### config.mk
export PLATFORM = sky130hd
export DESIGN_NAME = sort_13_serializer
export DESIGN_NICKNAME = d
export VERILOG_FILES = /design/src/rtl/sort_pkg.sv /design/src/rtl/sort_13_serializer.sv
export SDC_FILE = /design/constraint.sdc
export NUM_CORES = 1
export LEC_CHECK = 0
export CORE_UTILIZATION = 57
export DETAILED_ROUTE_END_ITERATION = 12
export PLACE_DENSITY = 0.83
export SLEW_MARGIN = 20
export SYNTH_ARGS = -nofsm -noshare
export SYNTH_HDL_FRONTEND = slang
export SYNTH_SLANG_ARGS = --single-unit
### constraint.sdc
create_clock -name clk -period 9.2 [get_ports clk]
set_input_delay 1.38 -clock clk [delete_from_list [all_inputs] [get_ports clk]]
set_output_delay 1.38 -clock clk [all_outputs]
set_load 0.05 [all_outputs]
### src/rtl/sort_pkg.sv
// Shared definitions for the sorting network and its output serializer.
package sort_pkg;

    localparam int unsigned W          = 32;
    localparam int unsigned N_ELEM     = 13;
    localparam int unsigned MEDIAN_IDX = 6;

    typedef logic [W-1:0] data_t;

    localparam logic [0:0] StIdle   = 1'b0;
    localparam logic [0:0] StStream = 1'b1;

endpackage

### src/rtl/sort_13_serializer.sv
// Latches a sorted 13-word frame and streams it out one word per handshake,
// reporting the median and flagging frames that are not non-decreasing.
module sort_13_serializer #(
    parameter int unsigned N_ELEM     = sort_pkg::N_ELEM,
    parameter int unsigned W          = sort_pkg::W,
    parameter int unsigned MEDIAN_IDX = sort_pkg::MEDIAN_IDX
) (
    input  logic         clk,
    input  logic         rst_n,
    input  logic [W-1:0] sort_0,
    input  logic [W-1:0] sort_1,
    input  logic [W-1:0] sort_2,
    input  logic [W-1:0] sort_3,
    input  logic [W-1:0] sort_4,
    input  logic [W-1:0] sort_5,
    input  logic [W-1:0] sort_6,
    input  logic [W-1:0] sort_7,
    input  logic [W-1:0] sort_8,
    input  logic [W-1:0] sort_9,
    input  logic [W-1:0] sort_10,
    input  logic [W-1:0] sort_11,
    input  logic [W-1:0] sort_12,
    input  logic         in_valid,
    output logic         in_ready,
    output logic [W-1:0] out_data,
    output logic [3:0]   out_idx,
    output logic         out_valid,
    input  logic         out_ready,
    output logic         out_last,
    output logic [W-1:0] median,
    output logic         median_valid,
    output logic         order_err
);
    import sort_pkg::*;

    localparam logic [3:0] LastIdx = 4'(N_ELEM - 1);

    logic [W-1:0] frame_in [N_ELEM];
    logic [W-1:0] frame_q  [N_ELEM];
    logic [0:0]   state_q, state_d;
    logic [3:0]   idx_q, idx_d, prev_idx;
    logic         err_q, err_d;
    logic [W-1:0] median_q, median_d;
    logic         median_valid_q, median_valid_d;
    logic         order_err_q, order_err_d;
    logic         accept, out_hs, is_last, beat_err;

    assign frame_in[0]  = sort_0;
    assign frame_in[1]  = sort_1;
    assign frame_in[2]  = sort_2;
    assign frame_in[3]  = sort_3;
    assign frame_in[4]  = sort_4;
    assign frame_in[5]  = sort_5;
    assign frame_in[6]  = sort_6;
    assign frame_in[7]  = sort_7;
    assign frame_in[8]  = sort_8;
    assign frame_in[9]  = sort_9;
    assign frame_in[10] = sort_10;
    assign frame_in[11] = sort_11;
    assign frame_in[12] = sort_12;

    assign is_last  = (idx_q == LastIdx);
    assign out_hs   = (state_q == StStream) && out_ready;
    // Combinational path from out_ready lets a new frame land on the last beat.
    assign in_ready = (state_q == StIdle) || (is_last && out_hs);
    assign accept   = in_valid && in_ready;

    assign prev_idx = (idx_q == 4'd0) ? 4'd0 : idx_q - 4'd1;
    assign beat_err = (idx_q != 4'd0) && (frame_q[idx_q] < frame_q[prev_idx]);

    always_comb begin
        state_d        = state_q;
        idx_d          = idx_q;
        err_d          = err_q;
        median_d       = median_q;
        median_valid_d = accept;
        order_err_d    = out_hs && is_last && (err_q || beat_err);
        if (accept) begin
            state_d  = StStream;
            idx_d    = 4'd0;
            err_d    = 1'b0;
            median_d = frame_in[MEDIAN_IDX];
        end else if (out_hs) begin
            if (beat_err) begin
                err_d = 1'b1;
            end
            if (is_last) begin
                state_d = StIdle;
                idx_d   = 4'd0;
            end else begin
                idx_d = idx_q + 4'd1;
            end
        end
    end

    always_ff @(posedge clk or negedge rst_n) begin
        if (!rst_n) begin
            state_q        <= StIdle;
            idx_q          <= 4'd0;
            err_q          <= 1'b0;
            median_q       <= '0;
            median_valid_q <= 1'b0;
            order_err_q    <= 1'b0;
            for (int i = 0; i < int'(N_ELEM); i++) begin
                frame_q[i] <= '0;
            end
        end else begin
            state_q        <= state_d;
            idx_q          <= idx_d;
            err_q          <= err_d;
            median_q       <= median_d;
            median_valid_q <= median_valid_d;
            order_err_q    <= order_err_d;
            if (accept) begin
                for (int i = 0; i < int'(N_ELEM); i++) begin
                    frame_q[i] <= frame_in[i];
                end
            end
        end
    end

    assign out_valid    = (state_q == StStream);
    assign out_data     = frame_q[idx_q];
    assign out_idx      = idx_q;
    assign out_last     = out_valid && is_last;
    assign median       = median_q;
    assign median_valid = median_valid_q;
    assign order_err    = order_err_q;

endmodule

# Word-level counts from Yosys, hierarchy flattened
# Index checks and enable logic that the tools add are counted.
[op_classes] n_eq_ne=1 bitwise_logic=3 add_sub_neg=2 n_reduce_logical=15 muxes=16 n_lt_le_gt_ge=3
[ops] operator="$bmux W32 S4" n=2
[ops] operator="$mux W32" n=4
[ops] operator="$lt A32 B32 Y1" n=1
[ops] operator="$mux W4" n=4
[ops] operator="$ge A5 B5 Y1 const B" n=2
[ops] operator="$not A4 Y5" n=2
[ops] operator="$logic_and A1 B1 Y1" n=6
[ops] operator="$mux W1" n=6
[ops] operator="$reduce_bool A2 Y1" n=3
[ops] operator="$add A4 B1 Y4 const B" n=1
[ops] operator="$eq A4 B4 Y1 const B" n=1
[ops] operator="$logic_not A4 Y1" n=1
[ops] operator="$reduce_and A2 Y1" n=2
[ops] operator="$reduce_bool A4 Y1" n=1
[ops] operator="$sub A4 B1 Y4 const B" n=1
[ops] operator="$logic_or A1 B1 Y1" n=2
[ops] operator="$not A1 Y1" n=1
[word_totals] out_inout_bits=73 reg_bits=424

# Depth between registers and ports, before layout
# Gate-level depths: netlist of the first run.
[depth] ltp_word=11 ltp_mapped=20

# Worst setup path after synthesis of the first run
# Ideal clock, no wire load.
[synth_timing] path_kind="flip-flop to flip-flop" from="register idx_q[0], in the netlist out_idx[0]" to="register err_q" slack_ps=4872 required_ps=9123 arrival_time_ps=4251 setup_time_ps=77 n_path_buf=7 path_stages_with_launch=20 path_cell_list="dfrtp_1 -> buf_2 -> inv_1 -> buf_2 -> clkbuf_1 -> ha_1 -> buf_2 -> nor2_4 -> buf_4 -> buf_2 -> clkbuf_1 -> nand2_1 -> a31o_2 -> ha_1 -> and3_1 -> a221o_1 -> nand2_1 -> a311oi_1 -> nand4b_1 -> a21oi_1"
[synth_via] elab_chain_len=10
[synth_rtl] item="start, declared" line="sort_13_serializer.sv:41" rtl="logic [3:0] idx_q, idx_d, prev_idx;"
[synth_rtl] item="start signal, assigned" line="sort_13_serializer.sv:109" rtl="idx_q <= idx_d;"
[synth_rtl] item="$sub A4 B1 Y4 / $logic_not A4 Y1 (equally long branches)" line="sort_13_serializer.sv:68" rtl="assign prev_idx = (idx_q == 4'd0) ? 4'd0 : idx_q - 4'd1;"
[synth_rtl] item="$mux W4" line="sort_13_serializer.sv:68"
[synth_rtl] item="$not A4 Y5 (not written as such)" line="sort_13_serializer.sv:69" rtl="assign beat_err = (idx_q != 4'd0) && (frame_q[idx_q] < frame_q[prev_idx]);"
[synth_rtl] item="$bmux W32 S4" line="sort_13_serializer.sv:69"
[synth_rtl] item="$mux W32 (not written as such) (2 in a row)" line="sort_13_serializer.sv:69"
[synth_rtl] item="$lt A32 B32 Y1" line="sort_13_serializer.sv:69"
[synth_rtl] item="$logic_and A1 B1 Y1" line="sort_13_serializer.sv:69"
[synth_rtl] item="$reduce_bool A2 Y1 (no line)"
[synth_rtl] item="$reduce_and A2 Y1 (no line)"
[synth_rtl] item="end signal, assigned" line="sort_13_serializer.sv:110" rtl="err_q <= err_d;"
[synth_rtl] item="end, declared" line="sort_13_serializer.sv:42" rtl="logic err_q, err_d;"
# Several ways; a longest one is shown, not always the timed one. The select of a mux whose other input is x is not followed.
# A chain may end at the register's enable or synchronous reset.

# Worst setup path in the final report of the first run
# Ends and elaborated chain as after synthesis.

==> reports/results.ini, run 1 <==
[timing]
slew_headroom=0.207
max_freq_ghz=0.162
finalCriticalPeriod_ps=6160
fin_crit_sh=0.670
tightest_slew_ps=1190
fin_skew_ps=24.1
slew_violations=0
hold_violations=0
tns_ps=0
setup_viol=0
rsz0062_at_grt=false
worst_slack_ps=3040

[synthesis]
synth_edf_count=0
synthArstFlopShare=1.00
syn_area_per_cell_sq_um=13.3
synth_warnings=0
ys_seq_area_frac=0.439
synthCells=1825
yosys.cell_types.count=57
syn-num-nets=2279
synth_top_area_cell=dfrtp_1
ys_ff_latch=424
syn-cell-area_sq_um=24200
yosysTopAreaCellShare=0.439
synth_area_leaders=dfrtp_1, mux2_2, mux4_2
synth_top_flop_cell=dfrtp_1

[placed_design]
gp_congestion=0.953
place_ws_ps=3190
portBuffers=492
place_area_sq_um=29000
dp_hpwl_um=58700

[power]
peakVddDrop_mv=0.279
pwr_density_cell_nw_per_um2=436
power_leakage_nw=12.4
finalPower_w=0.0133

[clocking]
clk_latency_ps=600
post_cts_resized=0
cts_hold_buffers=0
cts-root-buf=clkbuf_16
h-tree-depth=2
path_clk_slew_ps=70
cts_sinks=424
cts_buffer_depth=3
cts_buffers=46
tritoncts=yes
post_cts_buffers=0

[routing]
vias=18700
routedWlPerCell_um=29.9
drtIter0Drc=2176
routed_wl_um=83200
drcViolationCount=0
drt-pass1-iter-count=7
viasPerCell=6.73
ant_nets=0

[die]
io_pins=493
start_util=0.578
core_area_sq_um=41900
dieHeight_um=208
die_area_sq_um=43300
die_w_um=208
rows=75

[layout]
fin_nets=2654
design_area_sq_um=30600
layout.cells.most_common=clkdlybuf4s50_1
post_route_cells_drive_above_1_share=0.311
layout_common_cells=clkdlybuf4s50_1, dfrtp_1, mux2_2
fillers=2712
syn2layout_area_growth_pct=26.4

[setup_path]
critPathLaunchType=register
required_ps=9650
path_class=reg -> reg
endpoint_kind=register
crit_fanout=73
critPathArrivalTime_ps=6610

[global_routing]
grt_overflow=0
antenna_found_initial=10
grt_pass1_wl_um=125000
grtUsageTotal=0.387
grt_pass1_vias=19000
grt_max_degree=169

[min_path]
hp-class=reg -> reg

[run_status]
outcome=finished, final reports clean

[flow_run]
maxCapViolCount=0

[path summary, 6_finish.rpt]
| path | start | endpoint | slack [ps] | cells past startpoint |
|---|---|---|---|---|
| setup / recovery | out_idx[0] | err_q | 3040 | 17 |
| hold / removal | frame_q[161] | frame_q[161] | 530 | 1 |
| setup reg to reg | out_idx[0] | err_q | 3040 | 17 |
| hold reg to reg | frame_q[161] | frame_q[161] | 530 | 1 |
| max in group asynchronous | rst_n | frame_q[173] | 6910 | 2 |
| min in group asynchronous | rst_n | frame_q[80] | 850 | 1 |
[worst max-delay path, cell delays in order, from the launching register on]
cell and delay [ps]:
dfrtp_4 670, inv_2 90, buf_4 670, ha_4 840, inv_1 400, nand2_2 340, buf_4 580, nand2_1 120
a31oi_1 340, a221o_1 290, o21ai_1 90, ha_1 300, nand4_1 170, o211ai_1 210, o221ai_1 170, a311oi_1 360
o21bai_1 200, a21oi_1 90
[sequential cells by signal (all words and copies together), names as in the netlist]
| name | count |
|---|---|
| err_q | 1 |
| frame_q | 384 |
| median | 32 |
| median_valid | 1 |
| order_err | 1 |
| out_idx | 4 |
| out_valid | 1 |
[cells by family after synthesis]
logic type                 synth area share
AOI/OAI and AO/OA                    0.0920
adders and majority gates            0.0176
buffers and inverters                0.0474
DFF                                   0.439
muxes                                 0.351
and+or+nand+nor                      0.0529
[through the flow]
stage	instances	hold WS, ps	util
after floorplan	1825	490	-
after global placement	2691	502	0.692
after detailed placement	2691	518	0.692
after CTS	2774	531	0.730
after global routing	2778	541	0.730
final	2780	534	0.730
[synth_stat cells, drive strengths merged (2+ instances only)]
cell	count
nand3	9
a31oi	56
buf	136
a211oi	33
dfrtp	424
o32ai	3
nand2b	5
clkbuf	51
nand4	3
a221o	10
and2	12
inv	6
a21oi	29
a21o	5
nor2b	26
a32o	2
o21a	2
o21ai	23
a22oi	23
a221oi	51
nand2	209
o31ai	5
nor3b	2
and3	4
mux4	131
a311oi	9
o221ai	10
nor3	4
a22o	13
mux2i	20
a31o	19
o22ai	2
ha	34
mux2	435
nor2	8
[per-layer routing]
layer	vias to the layer above	share of wire	track usage
met5	-	0.00053	0
met4	6	0.049	0.181
met3	237	0.10	0.0999
met2	1215	0.46	0.590
met1	9546	0.39	0.523
li1	7718	-	-
[area by class of cell]
class | count | area, sq um | area share
flip-flops and latches | 424 | 10600 | 0.348
inverters | 6 | 22.5 | 0.000737
clock buffers | 63 | 1350 | 0.0441
clock inverters | 20 | 241 | 0.00790
repair buffers | 514 | 5160 | 0.169
multi-input cells | 1208 | 12500 | 0.408
well taps | 539 | 674 | 0.0221
diodes | 6 | 15.0 | 0.000491
[power breakdown]
part / leakage (nW) / switching, W / total, W / internal, W
Sequential: 5.18 / 0.00103 / 0.00381 / 0.00277
Clock: 0.787 / 0.000796 / 0.00196 / 0.00116
Combinational: 6.45 / 0.00412 / 0.00754 / 0.00342
Total: 12.4 / 0.00595 / 0.0133 / 0.00736
Power figures use the tool's default switching activity.
==> run 2: changes to the inputs <==
--- a/config.mk
+++ b/config.mk
@@ -5,9 +5,9 @@
 export SDC_FILE = /design/constraint.sdc
 export NUM_CORES = 1
 export LEC_CHECK = 0
-export CORE_UTILIZATION = 57
+export CORE_UTILIZATION = 47
 export DETAILED_ROUTE_END_ITERATION = 12
-export PLACE_DENSITY = 0.83
+export PLACE_DENSITY = 0.73
 export SLEW_MARGIN = 20
 export SYNTH_ARGS = -nofsm -noshare
 export SYNTH_HDL_FRONTEND = slang
==> constraint.sdc (replaced) <==
create_clock -name clk -period 5.52 [get_ports clk]
set_input_delay 0.828 -clock clk [delete_from_list [all_inputs] [get_ports clk]]
set_output_delay 0.828 -clock clk [all_outputs]
set_load 0.05 [all_outputs]
==> reports/results.ini, run 2 (same netlist as run 1, synthesis figures left out) <==
[clocking]
post_cts_resized=0
cts_sinks=424
cts_hold_buffers=0
path_clk_slew_ps=60
h-tree-depth=2
cts-root-buf=clkbuf_16
tritoncts=yes
cts_buffers=49
clk_latency_ps=610
post_cts_buffers=0
cts_buffer_depth=3

[layout]
largest_reg_flops=384
design_area_sq_um=31000
layout_common_cells=clkdlybuf4s50_1, dfrtp_1, mux2_2
fin_nets=2684
syn2layout_area_growth_pct=28.2
layout.cells.most_common=clkdlybuf4s50_1
post_route_cells_drive_above_1_share=0.319
top_register=frame_q
post-route-util=0.614

[setup_path]
reg2regPathDepth=14
critPathLaunchType=register
timing.rr.end=err_q
r2r_start=out_idx[0]
critPathArrivalTime_ps=4630
crit_fanout=64
regToRegSetupSlack_ps=630
required_ps=4690
endpoint_kind=primary output
path_class=reg -> out

[power]
share_comb_of_total_power=0.577
finalPower_w=0.0226
p_sw_frac=0.451
power_leakage_nw=12.6
p_switching_w=0.0102
pwr_density_cell_nw_per_um2=728
clkPwrFrac=0.148
p_seq_frac=0.275
intPower_w=0.0124
peakVddDrop_mv=0.392

[routing]
routedWlPerCell_um=29.3
drtIter0Drc=1971
vias=18500
viasPerCell=6.29
routed_wl_um=86200
drt-pass1-iter-count=8
drcViolationCount=0
ant_nets=0

[die]
core_area_sq_um=50500
die_area_sq_um=52400
die_w_um=229
dieHeight_um=229
rows=82
start_util=0.479
io_pins=493

[timing]
setup_viol=0
fin_crit_sh=0.988
tns_ps=0
max_freq_ghz=0.183
tightest_slew_ps=1050
rsz0062_at_grt=false
finalCriticalPeriod_ps=5450
slew_headroom=0.297
fin_skew_ps=17.2
hold_violations=0
slew_violations=0

[global_routing]
grt_pass1_vias=19000
grtUsageTotal=0.330
grt_overflow=0
grt_pass1_wl_um=128000
grt_max_degree=120
antenna_found_initial=8

[flow_run]
maxCapViolCount=0

[run_status]
outcome=finished, final reports clean

[placed_design]
dp_hpwl_um=63100
portBuffers=492
place_area_sq_um=29400
gp_congestion=0.925

[min_path]
hp-class=in -> async

[run 2: area by class of cell]
type,count,area (sq um)
fillers,3968,19500
multi-input cells,1208,12500
flip-flops and latches,424,10600
repair buffers,541,5400
clock buffers,68,1390
well taps,672,841
clock inverters,21,249
inverters,6,22.5
diodes,5,12.5
[run 2: worst max path at each step]
stage	start	end	cells past startpoint
CTS	out_idx[1]	out_data[19]	7
global placement	out_idx[0]	err_q	14
global route	out_idx[1]	out_data[19]	7
detailed placement	out_idx[0]	err_q	14
floorplan	out_idx[0]	err_q	19
finish	out_idx[1]	out_data[19]	7
[run 2: power by group through the flow]
stage / Sequential, W / Clock [W] / Combinational [W]
6_report: 0.00621 / 0.00333 / 0.0130
5_1_grt: 0.00637 / 0.00350 / 0.0137
4_1_cts: 0.00616 / 0.00338 / 0.0129
3_5_place_dp: 0.00619 / 0 / 0.0128
3_3_place_gp: 0.00611 / 0 / 0.0126
2_1_floorplan: 0.00548 / 0 / 0.00905
[run 2: metal layers]
| metal | routed length, um | vias up | global-route usage | share of wire |
|---|---|---|---|---|
| met5 | 52 | - | 0 | 0.00060 |
| met3 | 7050 | 177 | 0.0620 | 0.082 |
| met2 | 40000 | 999 | 0.510 | 0.46 |
| met1 | 35500 | 9558 | 0.457 | 0.41 |
| li1 | - | 7784 | - | - |
| met4 | 3680 | 8 | 0.137 | 0.043 |
[run 2: stage by stage]
stage,std cells,hold slack [ps],setup WS [ps]
2_1_floorplan,1825,490,1190
3_3_place_gp,2851,503,814
3_5_place_dp,2851,514,789
4_1_cts,2940,364,135
5_1_grt,2943,417,98.9
6_report,2945,333,65.9
[run 2: critical path: stages (launching register included)]
cell and delay (ps):
dfrtp_4 410, buf_4 780, buf_4 630, nor3_2 130
buf_4 230, a221oi_1 700, a31oi_1 250, clkdlybuf4s50_1 810
==> run 3: changes to the inputs <==
--- a/config.mk
+++ b/config.mk
@@ -5,6 +5,7 @@
 export SDC_FILE = /design/constraint.sdc
 export NUM_CORES = 1
 export LEC_CHECK = 0
+export CORE_MARGIN = 2
 export CORE_UTILIZATION = 47
 export DETAILED_ROUTE_END_ITERATION = 12
 export PLACE_DENSITY = 0.73
==> reports/results.ini, run 3 (same netlist as run 1, synthesis figures left out) <==
[run_status]
outcome=finished, final reports clean

[setup_path]
critPathArrivalTime_ps=4410
path_buf_inv=2
path_class=reg -> out
critical-path-top-delay-family=buffers and inverters
regToRegSetupSlack_ps=900
crit_fanout=68
cp_slowest_cell=a221oi_1
endpoint_kind=primary output
path_cells=buf_4 -> mux4_2 -> a221oi_1 -> a31oi_1 -> clkdlybuf4s50_1
required_ps=4690
critPathMaxStageDelay_ps=950
critPathLaunchType=register

[clocking]
cts-root-buf=clkbuf_16
h-tree-depth=2
post_cts_resized=0
cts_buffer_depth=3
cts_sinks=424
cts_hold_buffers=0
cts_buffers=47
tritoncts=yes
clk_latency_ps=590
path_clk_slew_ps=70
post_cts_buffers=0

[timing]
tightest_slew_ps=1130
hold_violations=0
fin_crit_sh=0.949
finalCriticalPeriod_ps=5240
max_freq_ghz=0.191
setup_viol=0
fin_skew_ps=23.4
tns_ps=0
slew_headroom=0.248
slew_violations=0
rsz0062_at_grt=false

[routing]
routed_wl_um=85900
viasPerCell=6.27
routedWlPerCell_um=29.1
vias=18500
drcViolationCount=0
drt-pass1-iter-count=7
ant_nets=0
drtIter0Drc=2137

[global_routing]
grt_max_degree=117
grt_pass1_wl_um=127000
grt_pass1_vias=18900
grt_overflow=0
antenna_found_initial=18
grtUsageTotal=0.321

[power]
peakVddDrop_mv=0.375
pwr_density_cell_nw_per_um2=720
power_leakage_nw=12.5
finalPower_w=0.0223

[layout]
fillers=4041
design_area_sq_um=31000
layout.cells.most_common=clkdlybuf4s50_1
top_register=frame_q
post_route_cells_drive_above_1_share=0.316
fin_nets=2679
layout_common_cells=clkdlybuf4s50_1, dfrtp_1, mux2_2
syn2layout_area_growth_pct=28.2
largest_reg_flops=384

[die]
core_area_sq_um=51100
die_w_um=231
io_pins=493
start_util=0.473
dieHeight_um=231
rows=83
die_area_sq_um=53300

[placed_design]
place_area_sq_um=29400
dp_hpwl_um=63000
gp_congestion=0.946
portBuffers=492

[min_path]
hp-class=in -> async

[flow_run]
maxCapViolCount=0

## run 3: changes by cell type in the layout (fill, tap and decap cells not counted), sizes merged
cell,before,now
clkbuf,68,70
inv,8,7
diode,5,12
clkinv,11,6
buf,50,47
bufinv,4,3
## run 3: layer usage
layer	track usage	share of wire	routed length [um]
met5	0	0.0010	90
met4	0.133	0.044	3780
met3	0.0781	0.088	7520
met2	0.482	0.45	38500
met1	0.447	0.42	35900
## run 3: final cells by class
type / count / area, sq um / area share
diodes: 12 / 30.0 / 0.000969
clock buffers: 70 / 1410 / 0.0453
clock inverters: 14 / 163 / 0.00525
inverters: 6 / 22.5 / 0.000727
multi-input cells: 1208 / 12500 / 0.403
flip-flops and latches: 424 / 10600 / 0.343
well taps: 680 / 851 / 0.0275
repair buffers: 538 / 5430 / 0.175
## run 3: path summary, 6_finish.rpt
path,from,end,depth (start not counted)
min in group clk,frame_q[365],frame_q[365],1
hold / removal,rst_n,frame_q[37],1
setup reg to reg,out_idx[1],order_err,15
max in group asynchronous,rst_n,frame_q[364],2
setup / recovery,out_idx[1],out_data[21],5
hold reg to reg,frame_q[365],frame_q[365],1
## run 3: report_power, final
part / switching (W) / internal, W / leakage (nW)
Clock: 0.00133 / 0.00190 / 0.760
Combinational: 0.00696 / 0.00583 / 6.60
Sequential: 0.00167 / 0.00462 / 5.18
Total: 0.00995 / 0.0124 / 12.5
## run 3: through the flow
| stage | hold slack [ps] | cells | utilization | worst slack, ps |
|---|---|---|---|---|
| 6_report | 350 | 2952 | 0.607 | 282 |
| 3_5_place_dp | 516 | 2856 | 0.575 | 937 |
| 2_1_floorplan | 490 | 1825 | - | 1190 |
| 4_1_cts | 380 | 2940 | 0.606 | 357 |
| 5_1_grt | 407 | 2948 | 0.606 | 110 |
| 3_3_place_gp | 502 | 2856 | 0.575 | 945 |
